==> config.mk <==
export PLATFORM = sky130hd
export DESIGN_NAME = output_drain_controller_flat
export DESIGN_NICKNAME = d
export VERILOG_FILES = /design/src/rtl/output_drain_controller_if.sv /design/src/rtl/output_drain_controller.sv /design/src/flat_wrapper.sv
export SDC_FILE = /design/constraint.sdc
export NUM_CORES = 1
export LEC_CHECK = 0
export CAP_MARGIN = 20
export CORE_UTILIZATION = 30
export DETAILED_ROUTE_END_ITERATION = 6
export MAX_ROUTING_LAYER = met4
export PLACE_DENSITY = 0.54
export SYNTH_ARGS = -nofsm -noshare
export SYNTH_HDL_FRONTEND = slang
export SYNTH_SLANG_ARGS = --single-unit
==> constraint.sdc <==
create_clock -name clk -period 2.45 [get_ports clk]
set_input_delay 0.3675 -clock clk [delete_from_list [all_inputs] [get_ports clk]]
set_output_delay 0.3675 -clock clk [all_outputs]
set_load 0.03 [all_outputs]
==> src/rtl/output_drain_controller_if.sv <==
// Output drain controller bus.
// Groups the job configuration, the tile handshake with the array, and the
// drive signals to the output address generator.
//   master : host / array side; drives start, cfg_*, tile_valid and
//            observes on, base_addr, num_cols, tile_ack, busy, done.
//   slave  : the drain controller itself (reverse directions).
interface output_drain_controller_if #(
  parameter int RAM_O_SIZE = 256,
  parameter int ARRAY_M    = 8,
  parameter int ARRAY_N    = 8,
  parameter int MAX_TILES  = 16,
  parameter int ADDR_WIDTH = $clog2(RAM_O_SIZE),
  parameter int TILE_W     = $clog2(MAX_TILES) + 1
);
  localparam int ROW_W = $clog2(ARRAY_N) + 1;
  localparam int COL_W = $clog2(ARRAY_M) + 1;

  logic                  start;
  logic [ADDR_WIDTH-1:0] cfg_base_addr;
  logic [ADDR_WIDTH-1:0] cfg_stride;
  logic [TILE_W-1:0]     cfg_num_tiles;
  logic [ROW_W-1:0]      cfg_num_rows;
  logic [COL_W-1:0]      cfg_num_cols;
  logic                  tile_valid;

  logic                  on;
  logic [ADDR_WIDTH-1:0] base_addr;
  logic [COL_W-1:0]      num_cols;
  logic                  tile_ack;
  logic                  busy;
  logic                  done;

  modport master (
    output start, cfg_base_addr, cfg_stride, cfg_num_tiles, cfg_num_rows,
           cfg_num_cols, tile_valid,
    input  on, base_addr, num_cols, tile_ack, busy, done
  );

  modport slave (
    input  start, cfg_base_addr, cfg_stride, cfg_num_tiles, cfg_num_rows,
           cfg_num_cols, tile_valid,
    output on, base_addr, num_cols, tile_ack, busy, done
  );
endinterface

==> src/rtl/output_drain_controller.sv <==
// Output drain controller.
// Sequences the draining of finished array tiles into the output RAM: for
// each tile it waits for tile_valid, holds 'on' high for num_rows cycles to
// run the output address generator, inserts a one-cycle gap (tile_ack) that
// lets the generator's address counter return to zero, then advances the
// tile base address by the stride. After the last tile it pulses done.
//   clk   : rising-edge clock
//   reset : synchronous, active-low
//   bus   : output_drain_controller_if.slave (start/cfg_*/tile_valid in,
//           on/base_addr/num_cols/tile_ack/busy/done out)
module output_drain_controller #(
  parameter int RAM_O_SIZE = 256,
  parameter int ARRAY_M    = 8,
  parameter int ARRAY_N    = 8,
  parameter int MAX_TILES  = 16,
  parameter int ADDR_WIDTH = $clog2(RAM_O_SIZE),
  parameter int TILE_W     = $clog2(MAX_TILES) + 1
) (
  input logic                      clk,
  input logic                      reset,
  output_drain_controller_if.slave bus
);
  localparam int ROW_W = $clog2(ARRAY_N) + 1;
  localparam int COL_W = $clog2(ARRAY_M) + 1;

  typedef enum logic [2:0] {
    ST_IDLE,
    ST_WAIT,
    ST_DRAIN,
    ST_GAP,
    ST_FIN
  } state_t;

  state_t                state_q, state_d;
  logic [ADDR_WIDTH-1:0] base_q;
  logic [ADDR_WIDTH-1:0] stride_q;
  logic [TILE_W-1:0]     num_tiles_q;
  logic [ROW_W-1:0]      num_rows_q;
  logic [COL_W-1:0]      num_cols_q;
  logic [TILE_W-1:0]     tile_cnt_q;
  logic [ROW_W-1:0]      row_cnt_q;

  logic                  last_row;
  logic [TILE_W-1:0]     tile_next;
  logic                  cfg_empty;

  assign last_row  = (row_cnt_q == num_rows_q - ROW_W'(1));
  assign tile_next = tile_cnt_q + TILE_W'(1);
  // An empty job is decided from the live cfg values on the start edge,
  // which are exactly the values being latched.
  assign cfg_empty = (bus.cfg_num_tiles == '0) || (bus.cfg_num_rows == '0);

  // NOTE: every variable assigned in always_comb gets a default first so no
  // path leaves it unassigned, which would infer a latch.
  always_comb begin
    state_d = state_q;
    unique case (state_q)
      ST_IDLE:  if (bus.start) state_d = cfg_empty ? ST_FIN : ST_WAIT;
      ST_WAIT:  if (bus.tile_valid) state_d = ST_DRAIN;
      ST_DRAIN: if (last_row) state_d = ST_GAP;
      // The gap is never skipped: the generator only clears its address
      // counter while 'on' is low.
      ST_GAP:   state_d = (tile_next < num_tiles_q) ? ST_WAIT : ST_FIN;
      ST_FIN:   state_d = ST_IDLE;
      default:  state_d = ST_IDLE;
    endcase
  end

  // NOTE: sequential state uses non-blocking assignments so every register
  // samples pre-edge values, independent of statement order.
  always_ff @(posedge clk) begin
    if (!reset) begin
      state_q     <= ST_IDLE;
      base_q      <= '0;
      stride_q    <= '0;
      num_tiles_q <= '0;
      num_rows_q  <= '0;
      num_cols_q  <= '0;
      tile_cnt_q  <= '0;
      row_cnt_q   <= '0;
    end else begin
      state_q <= state_d;
      case (state_q)
        ST_IDLE: begin
          // Configuration is captured only here, so cfg_* and start are
          // don't-care for the rest of the job.
          if (bus.start) begin
            base_q      <= bus.cfg_base_addr;
            stride_q    <= bus.cfg_stride;
            num_tiles_q <= bus.cfg_num_tiles;
            num_rows_q  <= bus.cfg_num_rows;
            num_cols_q  <= bus.cfg_num_cols;
            tile_cnt_q  <= '0;
          end
        end
        ST_WAIT:  if (bus.tile_valid) row_cnt_q <= '0;
        ST_DRAIN: row_cnt_q <= row_cnt_q + ROW_W'(1);
        ST_GAP: begin
          // base_addr held through the gap because the generator's final
          // write of the tile lands there; it advances on the exit edge.
          base_q     <= base_q + stride_q;
          tile_cnt_q <= tile_next;
        end
        default: ;
      endcase
    end
  end

  assign bus.on        = (state_q == ST_DRAIN);
  assign bus.tile_ack  = (state_q == ST_GAP);
  assign bus.done      = (state_q == ST_FIN);
  assign bus.busy      = (state_q != ST_IDLE);
  assign bus.base_addr = base_q;
  assign bus.num_cols  = num_cols_q;
endmodule
==> src/flat_wrapper.sv <==
// flat-port wrapper written by rule: the top's interface ports become plain ports
module output_drain_controller_flat 
#(
  parameter int RAM_O_SIZE = 256,
  parameter int ARRAY_M    = 8,
  parameter int ARRAY_N    = 8,
  parameter int MAX_TILES  = 16,
  parameter int ADDR_WIDTH = $clog2(RAM_O_SIZE),
  parameter int TILE_W     = $clog2(MAX_TILES) + 1
)
  (clk, reset, bus_start, bus_cfg_base_addr, bus_cfg_stride, bus_cfg_num_tiles, bus_cfg_num_rows, bus_cfg_num_cols, bus_tile_valid, bus_on, bus_base_addr, bus_num_cols, bus_tile_ack, bus_busy, bus_done);
  output_drain_controller_if #(.RAM_O_SIZE(RAM_O_SIZE), .ARRAY_M(ARRAY_M), .ARRAY_N(ARRAY_N), .MAX_TILES(MAX_TILES), .ADDR_WIDTH(ADDR_WIDTH), .TILE_W(TILE_W)) bus_i ();
  input logic clk;
  input logic reset;
  input wire logic [$bits(bus_i.start)-1:0] bus_start;
  input wire logic [$bits(bus_i.cfg_base_addr)-1:0] bus_cfg_base_addr;
  input wire logic [$bits(bus_i.cfg_stride)-1:0] bus_cfg_stride;
  input wire logic [$bits(bus_i.cfg_num_tiles)-1:0] bus_cfg_num_tiles;
  input wire logic [$bits(bus_i.cfg_num_rows)-1:0] bus_cfg_num_rows;
  input wire logic [$bits(bus_i.cfg_num_cols)-1:0] bus_cfg_num_cols;
  input wire logic [$bits(bus_i.tile_valid)-1:0] bus_tile_valid;
  output wire logic [$bits(bus_i.on)-1:0] bus_on;
  output wire logic [$bits(bus_i.base_addr)-1:0] bus_base_addr;
  output wire logic [$bits(bus_i.num_cols)-1:0] bus_num_cols;
  output wire logic [$bits(bus_i.tile_ack)-1:0] bus_tile_ack;
  output wire logic [$bits(bus_i.busy)-1:0] bus_busy;
  output wire logic [$bits(bus_i.done)-1:0] bus_done;
  assign bus_i.start = bus_start;
  assign bus_i.cfg_base_addr = bus_cfg_base_addr;
  assign bus_i.cfg_stride = bus_cfg_stride;
  assign bus_i.cfg_num_tiles = bus_cfg_num_tiles;
  assign bus_i.cfg_num_rows = bus_cfg_num_rows;
  assign bus_i.cfg_num_cols = bus_cfg_num_cols;
  assign bus_i.tile_valid = bus_tile_valid;
  assign bus_on = bus_i.on;
  assign bus_base_addr = bus_i.base_addr;
  assign bus_num_cols = bus_i.num_cols;
  assign bus_tile_ack = bus_i.tile_ack;
  assign bus_busy = bus_i.busy;
  assign bus_done = bus_i.done;
  output_drain_controller #(.RAM_O_SIZE(RAM_O_SIZE), .ARRAY_M(ARRAY_M), .ARRAY_N(ARRAY_N), .MAX_TILES(MAX_TILES), .ADDR_WIDTH(ADDR_WIDTH), .TILE_W(TILE_W)) u_core (.clk(clk), .reset(reset), .bus(bus_i));
endmodule
==> results.cfg, run 1 <==
[layout]
stdcell_area_um2 = 3029
nets = 376
synthToLayoutAreaGrowth_pct = 28.57
drive_above_1_share_pct = 8.511
antenna_cells = 0

[sta]
setup_ws_ns = 0.1017
worst_clock_skew_ns = 0.004444
fin_crit_sh_pct = 95.85
whs_ns = 0.4619
hold_viol_final = 0
period_minus_slack_ns = 2.348
rsz0062_at_grt = no
worst_pin_slew_ns = 0.5043
slew_violations = 0
fmaxAchievable_mhz = 425.8
fin_setup_tns_ns = 0
setup_viol = 0
slew_headroom_pct = 66.27

[route]
drc = 0
dr.pass1.iters = 4
via_per_inst = 4.666
ant_nets = 0
wl_per_cell_um = 12.72
via_count = 1997
wl_um = 5444
initialDrtViolationCount = 88

[critical_path]
critPathRequiredTime_ns = 2.08
crit_start = u_core.state_q[1]$_SDFFE_PN0P_
critPathKind = flip-flop to primary output
cp_num_buf_inv = 2
slowest_delay_ns = 0.66
worstPathCellList = nand2_1 -> or2_1 -> inv_6 -> clkdlybuf4s50_1
worstPathArrival_ns = 1.98
crit_path_end_kind = primary output
crit_path_top_delay_cell = clkdlybuf4s50_1
reg2reg_from = u_core.bus.base_addr[3]$_SDFFE_PN0P_
cp_max_fo = 12
critical_path.top_delay_family = buffers and inverters
start_kind = flip-flop

[power_and_ir_drop]
swShare_pct = 30.44
irDropWorstVdd_v = 0.0002521
switchingPower_w = 0.0005573
total_power_w = 0.001831
clockPowerShare_pct = 32.2
power.leakage_nw = 1.201
powerDensity_nw_per_um2 = 604.4
combPwrFrac_pct = 25.9
p_int_w = 0.001274
pwr-share-seq_pct = 41.9

[clock_tree]
clock-sinks = 41
post_cts_resized = 0
clkLatencyLatePin_ns = 0.30
clockBufferDepth = 2
cts_root_buf = clkbuf_8
numCtsBuffers = 5
cts.htree.levels = 2
hold_buffers = 0
clkTransAtPathRegs_ns = 0.09
cts_tree = yes
cts_setup_buffers = 0

[hold_path]
hold_path_startpoint = u_core.num_tiles_q[3]$_SDFFE_PN0P_
hp-class = flip-flop to flip-flop

[logic_synthesis]
syn_area_um2 = 2356
synth_xor_area_share_pct = 4.833
yosysTopAreaCell = dfxtp_1
synth_area_leaders = dfxtp_1, nand2_1, ha_1
synth.area.mux_share_pct = 1.328
syn_inst = 279
synth_seq_cells = 41
synth-adder-area-share_pct = 8.285
ys_types = 49
synth-edff-count = 0
yosysTopAreaCellShare_pct = 34.84
ys.flop_type = dfxtp_1
synth_compound_area_share_pct = 20.34
yosysMostFrequentCell = nand2_1
yosys_warnings = 0
synthArstFlopShare_pct = 0
synth_top_family_by_area = simple AND/OR/NAND/NOR gates
yosysSeqAreaShare_pct = 34.84
yosys.area_share.simple_pct = 22.78
syn_area_per_cell_um2 = 8.444
syn_nets = 327
synth_commonest_cells = nand2_1, dfxtp_1, a21boi_0, ha_1, inv_1

[floorplan]
die_h_um = 90.62
die_w_um = 90.62
initial_core_util_pct = 31.80
core_um2 = 7408
pin_count = 49
dieArea_um2 = 8212
num_rows = 31

[global_routing]
grt_pass1_vias = 1894
grt_pass1_wl_um = 8901
use_met2_pct = 21.91
use_met3_pct = 2.609
grtUsageMet1_pct = 17.72
track_usage_pct = 14.00
gr-total-overflow = 0
antenna_found_initial = 0
top_usage_layer = met2
grt_max_degree = 18

[flow_run]
timing.max_cap.violations = 0

[place]
portBuffers = 48
gp_congestion = 0.8031
dp_hpwl_um = 4119
placed_area_um2 = 2909
preCtsSetupSlack_ns = 0.2479

[outcome]
outcome = finished clean
-- power by group through the flow --
stage / clock (W) / combinational, W / sequential, W
final: 0.000590 / 0.000473 / 0.000767
after global placement: 0 / 0.000472 / 0.000783
after CTS: 0.000606 / 0.000478 / 0.000768
after global routing: 0.000628 / 0.000522 / 0.000776
after detailed placement: 0 / 0.000475 / 0.000783
after floorplan: 0 / 0.000290 / 0.000807
-- worst paths after layout --
kind	to	slack, ns	cells past startpoint
max	bus_tile_ack	0.10	4
min	u_core.num_tiles_q[3]$_SDFFE_PN0P_	0.46	2
max reg2reg	u_core.bus.base_addr[7]$_SDFFE_PN0P_	0.46	6
min reg2reg	u_core.num_tiles_q[3]$_SDFFE_PN0P_	0.46	2
-- metal layers --
metal,wire [um],part of all wire (%)
met1,2740,50
met2,2464,45
met3,149,2.7
met4,89,1.6
met5,0,0
-- state kept, by name (all words and copies together), names as in the netlist --
signal,count
u_core.row_cnt_q,4
u_core.bus.num_cols,4
u_core.stride_q,8
u_core.num_rows_q,4
u_core.tile_cnt_q,5
u_core.bus.base_addr,8
u_core.state_q,3
u_core.num_tiles_q,5
-- cell type report --
| class | instances | area, um2 |
|---|---|---|
| fill | 760 | 4379 |
| multi-input combinational | 210 | 1363 |
| sequential | 41 | 820.8 |
| timing repair buffer | 57 | 548.0 |
| tap | 99 | 123.9 |
| clock buffer | 6 | 82.58 |
| inverter | 13 | 53.80 |
| clock inverter | 2 | 37.54 |
-- cell usage in the layout (no fill, tap or decap), types with 10 or more instances in the layout --
cell | netlist | routed
nand2_1 | 60 | 60
clkdlybuf4s50_1 | 0 | 48
dfxtp_1 | 41 | 41
a21boi_0 | 15 | 15
ha_1 | 14 | 14
inv_1 | 11 | 11
nor2_1 | 10 | 10
a21oi_1 | 10 | 10
o21ai_0 | 10 | 10
-- metrics by stage --
stage / util (%) / std cells
global route: 40.89 / 428
finish: 40.89 / 428
global placement: 39.27 / 420
CTS: 40.89 / 428
floorplan: - / 279
detailed placement: 39.27 / 420
-- worst reg2reg max path: cells and delay by family (launching register included) --
family / cells / cell delay, ns
flip-flops: 1 / 0.34
AO/OA/AOI/OAI: 3 / 0.94
multiplexers: 1 / 0.14
adder cells (fa/ha/maj): 1 / 0.36
AND/OR/NAND/NOR: 1 / 0.12
-- kinds of logic after synthesis --
group / after synthesis
adder cells (fa/ha/maj): 15
AO/OA/AOI/OAI: 66
multiplexers: 3
flip-flops: 41
AND/OR/NAND/NOR: 113
XOR/XNOR: 13
buffers and inverters: 28
Note: power is estimated with default switching activity, not from simulation.
==> run 2: changes to the inputs <==
clock period = 2.9 ns   (was 2.45 ns; I/O delays follow)
==> run 2 against run 1 <==
  * Combinational power fell by 18%
  * Largest power group unchanged
  * Non-clock buffer count is 4 lower
  * Clock skew is 0.0023 ns higher
  * Highest routed layer unchanged
==> results.cfg, run 2 (synthesized netlist as in run 1, its figures left out) <==
[place]
dpl.cell_count = 416
preCtsSetupSlack_ns = 0.5283
gp_congestion = 0.7799
dp_hpwl_um = 4023
portBuffers = 48

[global_routing]
gr-total-overflow = 0
grt_pass1_vias = 1936
grt_max_degree = 19
track_usage_pct = 14.09
grt_pass1_wl_um = 8990
antenna_found_initial = 0

[floorplan]
pin_count = 49
initial_core_util_pct = 31.80
core_um2 = 7408
die_w_um = 90.62
dieArea_um2 = 8212
num_rows = 31
die_h_um = 90.62

[route]
ant_nets = 0
wl_met1_um = 2662
via_count = 1978
dr.pass1.iters = 4
dr_wl_met3_um = 177
drc = 0
initialDrtViolationCount = 75
wl_met2_um = 2400
wl_per_cell_um = 12.50
top_layer = met4
wl_um = 5299
via_per_inst = 4.665

[sta]
fmaxAchievable_mhz = 373.1
setup_viol = 0
rsz0062_at_grt = no
worst_pin_slew_ns = 0.4583
slew_headroom_pct = 69.40
fin_setup_tns_ns = 0
period_minus_slack_ns = 2.680
hold_viol_final = 0
slew_violations = 0
worst_clock_skew_ns = 0.006761
setup_ws_ns = 0.2198
fin_crit_sh_pct = 92.42

[clock_tree]
clock-sinks = 41
clkLatencyLatePin_ns = 0.29
cts_setup_buffers = 0
clkTransAtPathRegs_ns = 0.08
clockBufferDepth = 2
post_cts_resized = 0
cts.htree.levels = 2
cts_tree = yes
numCtsBuffers = 5
cts_root_buf = clkbuf_8
hold_buffers = 0

[layout]
nets = 372
antenna_cells = 0
fin_cells = 424
mostFrequentLayoutCells = nand2_1, clkdlybuf4s50_1, dfxtp_1
drive_above_1_share_pct = 7.385
synthToLayoutAreaGrowth_pct = 25.86
nFillCells = 751
final_common_cell = nand2_1

[hold_path]
hold_path_startpoint = u_core.num_tiles_q[2]$_SDFFE_PN0P_
hold_depth = 2
hp-class = flip-flop to flip-flop

[critical_path]
cp_max_fo = 18
critPathRequiredTime_ns = 2.47
start_kind = flip-flop
crit_start = u_core.state_q[0]$_SDFFE_PN0P_
worstPathArrival_ns = 2.25
reg2reg_from = u_core.bus.base_addr[3]$_SDFFE_PN0P_
crit_path_end_kind = primary output
critPathKind = flip-flop to primary output
reg2reg_depth = 6

[power_and_ir_drop]
total_power_w = 0.001411
irDropWorstVdd_v = 0.0001720
power.leakage_nw = 1.168
powerDensity_nw_per_um2 = 476.0

[flow_run]
timing.max_cap.violations = 0

[outcome]
outcome = finished clean
==> run 2: cell count changes in the layout (fill, tap and decap cells not counted) <==
| cell | before | now |
|---|---|---|
| buf_4 | 9 | 5 |
| clkinv_2 | 0 | 2 |
| bufinv_16 | 1 | 0 |
| clkbuf_8 | 6 | 5 |
==> run 2: final timing paths <==
kind / slack, ns / end
setup / recovery: 0.22 / bus_tile_ack
hold / removal: 0.46 / u_core.num_tiles_q[2]$_SDFFE_PN0P_
setup reg to reg: 1.01 / u_core.bus.base_addr[7]$_SDFFE_PN0P_
hold reg to reg: 0.46 / u_core.num_tiles_q[2]$_SDFFE_PN0P_
==> run 2: per-stage QoR <==
step	cell area, um2	utilization (%)	hold slack, ns
finish	2965	40.03	0.4568
global route	2965	40.03	0.4833
CTS	2965	40.03	0.4596
detailed placement	2879	38.86	0.4482
global placement	2879	38.86	0.4479
floorplan	2356	-	0.4324
==> run 2: power breakdown <==
part	internal, W	switching, W
logic	0.000184	0.000203
clock network	0.000166	0.000206
registers	0.000606	0.0000457
total	0.000956	0.000455
==> run 2: area by class of cell <==
type,count,area (um2),share of cell area (%)
Inverter,13,53.80,1.814
Clock inverter,3,17.52,0.5907
Timing Repair Buffer,53,518.0,17.47
Tap cell,99,123.9,4.177
Multi-Input combinational cell,210,1363,45.95
Sequential cell,41,820.8,27.68
Clock buffer,5,68.82,2.321
==> run 2: worst max-delay path: stages (launching register included) <==
cell and delay [ns]:
dfxtp_1 0.61, nand2_1 0.07, or2_1 0.37, inv_6 0.20
clkdlybuf4s50_1 0.69
==> run 2: routing by layer <==
metal | global-route usage [%] | up-vias
met3 | 2.946 | 7
met2 | 21.78 | 34
met1 | 18.18 | 892
met4 | 4.839 | 0
li1 | - | 1045
met5 | - | -
==> run 3: changes to the inputs <==
ABC_AREA = 1   (was unset)
==> run 3 against run 2 <==
  * Fmax up 20%
  * Worst hold slack improved by 0.0095 ns
  * Count of clock-buffer cells in the layout is 2 higher
  * Highest routed layer unchanged
  * Clock power increased by 30%
==> results.cfg, run 3 <==
[outcome]
outcome = finished clean

[floorplan]
num_rows = 31
die_h_um = 90.10
initial_core_util_pct = 31.60
pin_count = 49
core_um2 = 7370
die_w_um = 90.10
dieArea_um2 = 8118

[route]
via_per_inst = 4.440
ant_nets = 0
wl_met1_um = 2791
wl_met2_um = 2355
wl_um = 5517
drc = 0
top_layer = met4
wl_per_cell_um = 11.40
via_count = 2149
initialDrtViolationCount = 73
dr.pass1.iters = 4
dr_wl_met3_um = 266

[layout]
nets = 432
antenna_cells = 0
multi_input_area_um2 = 1270
mostFrequentLayoutCells = nand2_1, clkdlybuf4s50_1, dfxtp_1
final_common_cell = nand2_1
nFillCells = 799
seq_area_um2 = 820.8
synthToLayoutAreaGrowth_pct = 28.43
drive_above_1_share_pct = 7.532

[sta]
worst_pin_slew_ns = 0.3575
rsz0062_at_grt = no
fin_setup_tns_ns = 0
setup_viol = 0
fmaxAchievable_mhz = 447.3
worst_clock_skew_ns = 0.005551
slew_violations = 0
period_minus_slack_ns = 2.236
slew_headroom_pct = 76.14
setup_ws_ns = 0.6642
hold_viol_final = 0
fin_crit_sh_pct = 77.10

[clock_tree]
cts_tree = yes
numCtsBuffers = 5
clkTransAtPathRegs_ns = 0.08
cts.htree.levels = 2
cts_root_buf = clkbuf_8
clockBufferDepth = 2
hold_buffers = 0
clock-sinks = 41
cts_setup_buffers = 0
clkLatencyLatePin_ns = 0.29
post_cts_resized = 0

[logic_synthesis]
synth_commonest_cells = nand2_1, dfxtp_1, a21oi_1, inv_1, nor2_1
syn_area_per_cell_um2 = 6.909
synth_seq_cells = 41
yosys_warnings = 0
ys.flop_type = dfxtp_1
syn_nets = 385
yosysSeqAreaShare_pct = 35.25
yosysTopAreaCell = dfxtp_1
ys_types = 33
synth-edff-count = 0
yosysTopAreaCellShare_pct = 35.25
synth_area_leaders = dfxtp_1, nand2_1, a21oi_1
syn_area_um2 = 2328
syn_inst = 337
yosysMostFrequentCell = nand2_1
synthArstFlopShare_pct = 0

[power_and_ir_drop]
irDropWorstVdd_v = 0.0002273
clockPowerShare_pct = 29.9
switchingPower_w = 0.0005306
swShare_pct = 32.75
power.leakage_nw = 1.273
p_int_w = 0.001090
combPwrFrac_pct = 29.9
pwr-share-seq_pct = 40.2
powerDensity_nw_per_um2 = 541.9

[global_routing]
grt_pass1_vias = 2035
antenna_found_initial = 0
track_usage_pct = 14.69
gr-total-overflow = 0
grt_max_degree = 33
grt_pass1_wl_um = 9404

[hold_path]
hp-class = flip-flop to flip-flop
hold_path_startpoint = u_core.num_tiles_q[1]$_SDFFE_PN0P_
hold_depth = 2
min_to = u_core.num_tiles_q[1]$_SDFFE_PN0P_

[place]
dp_hpwl_um = 4040
gp_congestion = 0.7932
portBuffers = 48
preCtsSetupSlack_ns = 0.9809

[critical_path]
worstPathArrival_ns = 1.80
critPathKind = flip-flop to primary output
rrSetupSlack_ns = 1.06
critPathRequiredTime_ns = 2.47
reg2reg_depth = 11
r2r-end = u_core.state_q[0]$_SDFFE_PN0P_
start_kind = flip-flop
crit_path_end_kind = primary output
cp_max_fo = 7
reg2reg_from = u_core.tile_cnt_q[0]$_SDFFE_PN0P_

[flow_run]
timing.max_cap.violations = 0
run 3: metrics by stage:
stage / hold WS (ns) / std cells / instance area (um2) / power [W] / util (%)
after floorplan: 0.4354 / 337 / 2328 / 0.0009977 / -
after global placement: 0.4513 / 476 / 2874 / 0.001146 / 39.00
after detailed placement: 0.4544 / 476 / 2874 / 0.001148 / 39.00
after CTS: 0.4656 / 484 / 2990 / 0.001636 / 40.58
after global routing: 0.4896 / 484 / 2990 / 0.001721 / 40.58
final: 0.4663 / 484 / 2990 / 0.001620 / 40.58
run 3: worst max-delay path by stage:
stage	from	end	slack [ns]
global route	u_core.state_q[2]$_SDFFE_PN0P_	bus_on	0.56
detailed placement	u_core.state_q[2]$_SDFFE_PN0P_	bus_on	0.98
floorplan	u_core.bus.base_addr[0]$_SDFFE_PN0P_	u_core.bus.base_addr[4]$_SDFFE_PN0P_	1.19
finish	u_core.state_q[2]$_SDFFE_PN0P_	bus_on	0.66
CTS	u_core.state_q[2]$_SDFFE_PN0P_	bus_on	0.64
global placement	u_core.state_q[2]$_SDFFE_PN0P_	bus_on	1.0
run 3: worst max-delay path, stage by stage, from the launching register on:
cell and delay, ns:
dfxtp_1 0.37, inv_1 0.09, nand3_1 0.21, inv_2 0.16, clkdlybuf4s50_1 0.68
run 3: per-layer routing:
metal | GRT usage (%) | vias to the layer above
met5 | - | -
met4 | 5.242 | 0
met3 | 3.299 | 10
met2 | 21.88 | 58
met1 | 19.44 | 908
li1 | - | 1173
run 3: cells by family (layout without fill, tap and decap cells):
family	count (synthesis)	in the layout	share of synthesized area, %
buf+inv	52	100	10.21
compound gates	61	61	14.19
fa+ha+maj	15	15	8.383
simple gates	162	162	29.72
xor+xnor	6	6	2.257
flops	41	41	35.25
run 3: final cells by class:
| class | instances | area share [%] |
|---|---|---|
| multi-input combinational | 244 | 42.47 |
| inverter | 41 | 5.230 |
| timing repair buffer | 51 | 16.82 |
| clock inverter | 1 | 1.004 |
| sequential | 41 | 27.45 |
| tap | 99 | 4.142 |
| clock buffer | 7 | 2.887 |
run 3: power by group through the flow:
stage	Sequential, W	Combinational [W]	Clock [W]
after detailed placement	0.000664	0.000484	0
after global routing	0.000659	0.000547	0.000515
final	0.000651	0.000485	0.000485
after CTS	0.000652	0.000488	0.000496
after global placement	0.000665	0.000481	0
after floorplan	0.000693	0.000304	0
